[src/rtl/serial_parallel_deser_if.sv]
// Bus bundle for serial_parallel_deser: the serial input side (bit valid,
// data bit, frame sync) and the parallel output side (held word, valid/ready
// handshake, bit count, sticky overrun with its clear).
interface serial_parallel_deser_if #(
  parameter int WIDTH = 8
);
  localparam int CW = $clog2(WIDTH);

  logic             enable_i;
  logic             sum_o_out_i;
  logic             start_i;
  logic             par_ready_i;
  logic             clr_overrun_i;
  logic [WIDTH-1:0] sum_o;
  logic             par_valid_o;
  logic [CW-1:0]    count_o;
  logic             overrun_o;

  // Producer/consumer side: drives the serial stream and the handshake ready.
  modport master (
    output enable_i,
    output sum_o_out_i,
    output start_i,
    output par_ready_i,
    output clr_overrun_i,
    input  sum_o,
    input  par_valid_o,
    input  count_o,
    input  overrun_o
  );

  // Deserializer side.
  modport slave (
    input  enable_i,
    input  sum_o_out_i,
    input  start_i,
    input  par_ready_i,
    input  clr_overrun_i,
    output sum_o,
    output par_valid_o,
    output count_o,
    output overrun_o
  );
endinterface

[src/rtl/serial_parallel_deser.sv]
// Serial-to-parallel deserializer for the serial adder sum stream.
// Collects WIDTH enabled bits into a word (selectable bit order, frame-start
// resync), parks each completed word in a one-entry holding buffer drained by
// a valid/ready handshake, and flags words lost to backpressure on a sticky
// overrun flag. Every output comes straight from a flop.
module serial_parallel_deser #(
  parameter int WIDTH     = 8,
  parameter bit LSB_FIRST = 1'b1
) (
  input logic                    clk_i,
  input logic                    reset_n_i,  // active-high, asynchronous
  serial_parallel_deser_if.slave bus
);

  localparam int            CW       = $clog2(WIDTH);
  localparam logic [CW-1:0] CNT_LAST = CW'(WIDTH - 1);

  typedef enum logic {
    EMPTY = 1'b0,
    FULL  = 1'b1
  } buf_state_t;

  // One-bit shift in the configured order; the newest bit ends up at the
  // opposite end from where the first bit of the word started.
  function automatic logic [WIDTH-1:0] shift_in(input logic [WIDTH-1:0] s,
                                                input logic             b);
    if (LSB_FIRST) begin
      return {b, s[WIDTH-1:1]};
    end else begin
      return {s[WIDTH-2:0], b};
    end
  endfunction

  logic [WIDTH-1:0] sreg_q;
  logic [WIDTH-1:0] sreg_d;
  logic [CW-1:0]    cnt_q;
  logic [CW-1:0]    cnt_d;
  logic [WIDTH-1:0] hold_q;
  logic [WIDTH-1:0] shifted;
  logic             complete;
  logic             hold_load;
  logic             drop;
  logic             overrun_q;
  logic             overrun_d;
  buf_state_t       state_q;
  buf_state_t       state_d;

  assign shifted = shift_in(sreg_q, bus.sum_o_out_i);

  // A word completes only on a non-resync enabled bit that fills the last slot.
  assign complete = bus.enable_i && !bus.start_i && (cnt_q == CNT_LAST);

  // Shift register and bit counter next state; start_i restarts at bit 0.
  always_comb begin
    sreg_d = sreg_q;
    cnt_d  = cnt_q;
    if (bus.enable_i) begin
      sreg_d = shifted;
      if (bus.start_i) begin
        cnt_d = CW'(1);
      end else if (cnt_q == CNT_LAST) begin
        cnt_d = '0;
      end else begin
        cnt_d = cnt_q + CW'(1);
      end
    end
  end

  // Shift register and counter state.
  always_ff @(posedge clk_i or posedge reset_n_i) begin
    if (reset_n_i) begin
      sreg_q <= '0;
      cnt_q  <= '0;
    end else begin
      sreg_q <= sreg_d;
      cnt_q  <= cnt_d;
    end
  end

  // Buffer FSM: decide next fill state, whether to load the holding register,
  // and whether a completed word has to be dropped.
  always_comb begin
    state_d   = state_q;
    hold_load = 1'b0;
    drop      = 1'b0;
    unique case (state_q)
      EMPTY: begin
        if (complete) begin
          state_d   = FULL;
          hold_load = 1'b1;
        end
      end
      FULL: begin
        if (complete) begin
          if (bus.par_ready_i) begin
            // Old word leaves on this edge while the new one takes its place.
            hold_load = 1'b1;
          end else begin
            drop = 1'b1;
          end
        end else if (bus.par_ready_i) begin
          state_d = EMPTY;
        end
      end
      default: state_d = EMPTY;
    endcase
  end

  // A drop outranks a clear in the same cycle so no loss goes unreported.
  always_comb begin
    overrun_d = overrun_q;
    if (drop) begin
      overrun_d = 1'b1;
    end else if (bus.clr_overrun_i) begin
      overrun_d = 1'b0;
    end
  end

  // Buffer state, holding register and sticky overrun flag.
  always_ff @(posedge clk_i or posedge reset_n_i) begin
    if (reset_n_i) begin
      state_q   <= EMPTY;
      hold_q    <= '0;
      overrun_q <= 1'b0;
    end else begin
      state_q   <= state_d;
      overrun_q <= overrun_d;
      if (hold_load) begin
        hold_q <= shifted;
      end
    end
  end

  assign bus.sum_o       = hold_q;
  assign bus.par_valid_o = (state_q == FULL);
  assign bus.count_o     = cnt_q;
  assign bus.overrun_o   = overrun_q;

endmodule

[src/flat_wrapper.sv]
// flat-port wrapper written by rule: the top's interface ports become plain ports
module serial_parallel_deser_flat 
#(
  parameter int WIDTH     = 8,
  parameter bit LSB_FIRST = 1'b1
)
  (clk_i, reset_n_i, bus_enable_i, bus_sum_o_out_i, bus_start_i, bus_par_ready_i, bus_clr_overrun_i, bus_sum_o, bus_par_valid_o, bus_count_o, bus_overrun_o);
  serial_parallel_deser_if #(.WIDTH(WIDTH)) bus_i ();
  input logic clk_i;
  input logic reset_n_i;
  input wire logic [$bits(bus_i.enable_i)-1:0] bus_enable_i;
  input wire logic [$bits(bus_i.sum_o_out_i)-1:0] bus_sum_o_out_i;
  input wire logic [$bits(bus_i.start_i)-1:0] bus_start_i;
  input wire logic [$bits(bus_i.par_ready_i)-1:0] bus_par_ready_i;
  input wire logic [$bits(bus_i.clr_overrun_i)-1:0] bus_clr_overrun_i;
  output wire logic [$bits(bus_i.sum_o)-1:0] bus_sum_o;
  output wire logic [$bits(bus_i.par_valid_o)-1:0] bus_par_valid_o;
  output wire logic [$bits(bus_i.count_o)-1:0] bus_count_o;
  output wire logic [$bits(bus_i.overrun_o)-1:0] bus_overrun_o;
  assign bus_i.enable_i = bus_enable_i;
  assign bus_i.sum_o_out_i = bus_sum_o_out_i;
  assign bus_i.start_i = bus_start_i;
  assign bus_i.par_ready_i = bus_par_ready_i;
  assign bus_i.clr_overrun_i = bus_clr_overrun_i;
  assign bus_sum_o = bus_i.sum_o;
  assign bus_par_valid_o = bus_i.par_valid_o;
  assign bus_count_o = bus_i.count_o;
  assign bus_overrun_o = bus_i.overrun_o;
  serial_parallel_deser #(.WIDTH(WIDTH), .LSB_FIRST(LSB_FIRST)) u_core (.clk_i(clk_i), .reset_n_i(reset_n_i), .bus(bus_i));
endmodule
[config.mk]
export PLATFORM = sky130hd
export DESIGN_NAME = serial_parallel_deser_flat
export DESIGN_NICKNAME = d
export VERILOG_FILES = /design/src/rtl/serial_parallel_deser_if.sv /design/src/rtl/serial_parallel_deser.sv /design/src/flat_wrapper.sv
export SDC_FILE = /design/constraint.sdc
export NUM_CORES = 1
export LEC_CHECK = 0
export BUFFER_PORTS_ARGS = -buffer_cell sky130_fd_sc_hd__buf_2
export CAP_MARGIN = 20
export CELL_PAD_IN_SITES_DETAIL_PLACEMENT = 2
export CELL_PAD_IN_SITES_GLOBAL_PLACEMENT = 2
export CORE_ASPECT_RATIO = 1.1
export CORE_MARGIN = 5
export CORE_UTILIZATION = 30
export CTS_CLUSTER_SIZE = 12
export DETAILED_ROUTE_END_ITERATION = 10
export PLACE_DENSITY = 0.77
export SYNTH_ARGS = -nofsm -noshare
export SYNTH_HDL_FRONTEND = slang
export SYNTH_SLANG_ARGS = --single-unit
[constraint.sdc]
create_clock -name clk_i -period 1.6 [get_ports clk_i]
set_input_delay 0.16 -clock clk_i [delete_from_list [all_inputs] [get_ports clk_i]]
set_output_delay 0.16 -clock clk_i [all_outputs]
set_load 0.05 [all_outputs]
Yosys cells after proc, flatten, opt, wreduce, memory -nomap -nowiden
Cells that the tools add are included.
{"block": "op_classes", "add_sub_neg": 1, "mul": 0, "order_cmp": 0, "shift": 0, "div_mod_pow": 0, "eq_ne": 1, "bitwise": 1, "n_reduce_logical": 4, "muxes": 13}
{"cell": "$mux W1", "count": 9}
{"cell": "$mux W3", "count": 2}
{"cell": "$pmux W1 S2", "count": 2}
{"cell": "$add A3 B1 Y3 const B", "count": 1}
{"cell": "$eq A3 B3 Y1 const B", "count": 1}
{"cell": "$logic_and A1 B1 Y1", "count": 2}
{"cell": "$reduce_bool A2 Y1", "count": 1}
{"cell": "$logic_not A1 Y1", "count": 1}
{"cell": "$not A1 Y1", "count": 1}
{"block": "totals", "romBits": 0, "register_bits": 21, "output_inout_bits": 13, "ramBits": 0, "n_memories": 0, "input_bits": 7, "elab_cells": 25, "latchBits": 0}

Logic depth before layout (Yosys ltp)
{"block": "logic_depth", "depth_word": 6, "mapped_depth": 6, "mapped_depth_nobuf": 5}

Worst setup path after synthesis
No wires, ideal clock.
{"block": "synth_timing", "path_type": "flip-flop to flip-flop", "start": "register u_core.cnt_q[0] (netlist: u_core.bus.count_o[0])", "end": "register u_core.hold_q[0] (netlist: u_core.bus.sum_o[0])", "synth_period_minus_slack_ps": 1860, "t_arrival_ps": 1735, "path_buffers": 1, "stages_incl_launch_ff": 7, "slack_ps": -260, "setup_time_ps": 125, "path_cell_list": "dfrtp_1 > ha_1 > ha_1 > nand3b_1 > nor2b_2 > buf_6 > mux2_4"}
{"block": "synth_between", "elab_chain_len": 4, "elab_cells_between_ends": 5}
{"item": "start: declaration", "line": "serial_parallel_deser.sv:36", "source": "logic [CW-1:0] cnt_q;"}
{"item": "start signal: assignment", "line": "serial_parallel_deser.sv:76", "source": "cnt_q <= cnt_d;"}
{"item": "$eq A3 B3 Y1 *", "line": "serial_parallel_deser.sv:51", "source": "assign complete = bus.enable_i && !bus.start_i && (cnt_q == CNT_LAST);"}
{"item": "$logic_and A1 B1 Y1 *", "line": "serial_parallel_deser.sv:51"}
{"item": "$mux W1 (on tied branches)", "line": "serial_parallel_deser.sv:94, serial_parallel_deser.sv:88"}
{"item": "$pmux W1 S2 *", "line": "serial_parallel_deser.sv:86", "source": "unique case (state_q)"}
{"item": "end signal: assignment", "line": "serial_parallel_deser.sv:129", "source": "hold_q <= shifted;"}
{"item": "end: declaration", "line": "serial_parallel_deser.sv:38", "source": "logic [WIDTH-1:0] hold_q;"}
Every way passes the cells marked *; elsewhere a longest branch is shown, timed or not.
A chain may end at the register's enable or synchronous reset.

Worst setup path in the final report
{"block": "layout_timing", "start": "register u_core.cnt_q[0] (netlist: u_core.bus.count_o[0])", "end": "register u_core.hold_q[5] (netlist: u_core.bus.sum_o[5])"}
Same word-level chain as after synthesis.

==> impl_metrics.toml <==
[floorplan]
die_height_um = 65.5
core_area_um2 = 2730
ios = 20
std_cell_rows = 20
start_util = 0.308
die_w_um = 60.4
dieArea_um2 = 3960

[sta]
holdWs_ps = 45.2
setup_viol = 0
min_period_ps = 1570
clock_skew_ps = 5.65
slew_violations = 0
final.period_utilization = 0.983
max_slew.worst_pin.slew_ps = 255
rsz0062_at_grt = "true"
fmax_mhz = 636
finalHoldViolations = 0
tns_ps = 0
relSlewSlack = 0.830

[grt]
grt_pass1_wl_mm = 2.91
antenna_found_initial = 0
grt.met2_usage = 0.164
grtUsageMet1 = 0.125
grt_busiest_layer = "met2"
grt_max_degree = 21
globalRouteTotalUtil = 0.103
grt_pass1_vias = 609
overflow = 0
met3_usage = 0.0314

[place]
dp_hpwl_mm = 1.32
gp_congestion = 0.675
portBuffers = 19
post_dp_cell_area_um2 = 1020

[min_path]
worstHoldStart = "bus_clr_overrun_i"
hp-class = "in -> reg"
hold_end = "u_core.bus.overrun_o"
whs_path_depth = 2

[routing]
first_pass_iters = 1
postRouteAntennaNets = 0
routed-via-count = 530
vias_per_cell = 4.61
drt_iter0_markers = 0
wire_per_inst_um = 16.0
post-route-drc-count = 0
wirelength_mm = 1.84

[synth]
syn_inst = 55
synth_edf_count = 0
synth.avg_cell_area_um2 = 15.3
yosysTopAreaCell = "dfrtp_1"
synth_top_area_share = 0.596
synth.top_cells.by_count = "dfrtp_1 (20), mux2_2 (8), mux2_4 (8)"
async_reset_ff_frac = 1.00
ys_ff_latch = 20
yosys_warnings = 0
netlist_area_um2 = 840
synth_cell_type_count = 16
synth.area.top_cells = "dfrtp_1 (60%), mux2_4 (14%), mux2_2 (11%)"
yosysMostFrequentCell = "dfrtp_1"
syn_nets = 64
ys_seq_area_frac = 0.596
ys.flop_type = "dfrtp_1"

[finish]
final_area_um2 = 1080
final_core_util = 0.398
diodes = 0
fin_nets = 92
syn_to_final_growth_pct = 29.2
layout-drive-gt1-share = 0.622

[worst_setup_path]
cp_max_fo = 8
crit_start = "u_core.bus.count_o[0]"
cp.arrival_ps = 1760
crit_type = "reg -> reg"
rr_worst_depth = 6
rr_endpoint = "u_core.bus.sum_o[5]"
r2r_setup_slack_ps = 30
timing.rr.start = "u_core.bus.count_o[0]"
critPathRequiredTime_ps = 1790
worstSetupStartpointType = "register"
worst_setup_path_end_kind = "register"

[clock_network]
clkSinkCount = 20
cts_buffer_depth = 2
cts_root_buf = "clkbuf_4"
cts_made_buffers = 3
clk_pin_slew_ps = 110
cts_tree = "built"
cts-resized-gates = 0
clkLatencyLatePin_ps = 300
h-tree-depth = 1

[power]
peakVddDrop_v = 0.000803
leakage_nw = 0.533
p_per_area_nw_per_um2 = 1660
power_mw = 1.81

[flow_run]
max_cap_viol_count = 0

[outcome]
status = "finished, final reports clean"
per-layer routing:
metal  vias up  wire, µm
met5         -         0
met4         0        29
met3         4        72
met2        11       980
met1       272       754
li1        243         -
per-stage QoR:
stage | setup slack, ps | instances
after CTS | 2.35 | 113
final | 27.9 | 115
after floorplan | -55.0 | 55
after detailed placement | 23.8 | 108
after global routing | -42.4 | 115
after global placement | 82.4 | 108
how the worst max path moves through the flow:
| stage | endpoint | slack, ps | depth (start not counted) |
|---|---|---|---|
| 4_1_cts | u_core.bus.sum_o[5] | 2 | 6 |
| 5_1_grt | u_core.bus.sum_o[5] | -40 | 6 |
| 6_report | u_core.bus.sum_o[5] | 30 | 6 |
| 3_5_place_dp | u_core.bus.sum_o[5] | 20 | 6 |
| 2_1_floorplan | u_core.bus.sum_o[0] | -60 | 6 |
| 3_3_place_gp | u_core.bus.sum_o[4] | 80 | 6 |
what timing repair did:
item                                    CTS  global route
setup buffers                             0             2
hold endpoints to repair                 20             0
hold buffers                              1             0
endpoints found under the setup margin    0             8
critical path, cell delays in order (launching register included):
cell and delay [ps]:
dfrtp_2 420, ha_4 150, ha_4 130, nand3b_1 130, nor2b_2 180, buf_12 150, mux2_4 300
registers in the layout, indices dropped and copies added, names as in the netlist:
| name | cells |
|---|---|
| u_core.bus.count_o | 3 |
| u_core.bus.overrun_o | 1 |
| u_core.bus.par_valid_o | 1 |
| u_core.bus.sum_o | 8 |
| u_core.sreg_q | 7 |
logic make-up after synthesis:
kind of cell / share of synthesized area
adders and majority gates: 0.0298
buffers and inverters: 0.0328
DFF: 0.596
AOI/OAI and AO/OA: 0.0194
and+or+nand+nor: 0.0715
muxes: 0.250
power breakdown:
| part | switching, mW | leakage (nW) | internal [mW] |
|---|---|---|---|
| Combinational | 0.492 | 0.261 | 0.272 |
| Sequential | 0.102 | 0.252 | 0.652 |
| Clock | 0.149 | 0.0210 | 0.139 |
area by class of cell:
cell class / instances / area [µm²]
Fill cell: 283 / 1640
Sequential cell: 20 / 504
Multi-Input combinational cell: 30 / 337
Timing Repair Buffer: 25 / 155
Tap cell: 33 / 41.3
Clock buffer: 4 / 36.3
Inverter: 3 / 11.3
layout by cell type (no fill, tap or decap):
master / synthesis / layout
buf_2: 1 / 19
dfrtp_1: 20 / 17
mux2_2: 8 / 8
mux2_4: 8 / 8
buf_4: 0 / 4
inv_1: 3 / 3
nor2_1: 3 / 3
clkbuf_4: 0 / 3
dfrtp_2: 0 / 3
nand3b_1: 2 / 2
ha_4: 0 / 2
nand2b_4: 1 / 1
o22ai_1: 1 / 1
o21ai_0: 1 / 1
nor2b_2: 1 / 1
a21oi_1: 1 / 1
nor3b_1: 1 / 1
nand2_1: 1 / 1
clkbuf_8: 0 / 1
dlygate4sd3_1: 0 / 1
buf_12: 0 / 1
No activity file was read; power rests on OpenSTA's default activity.
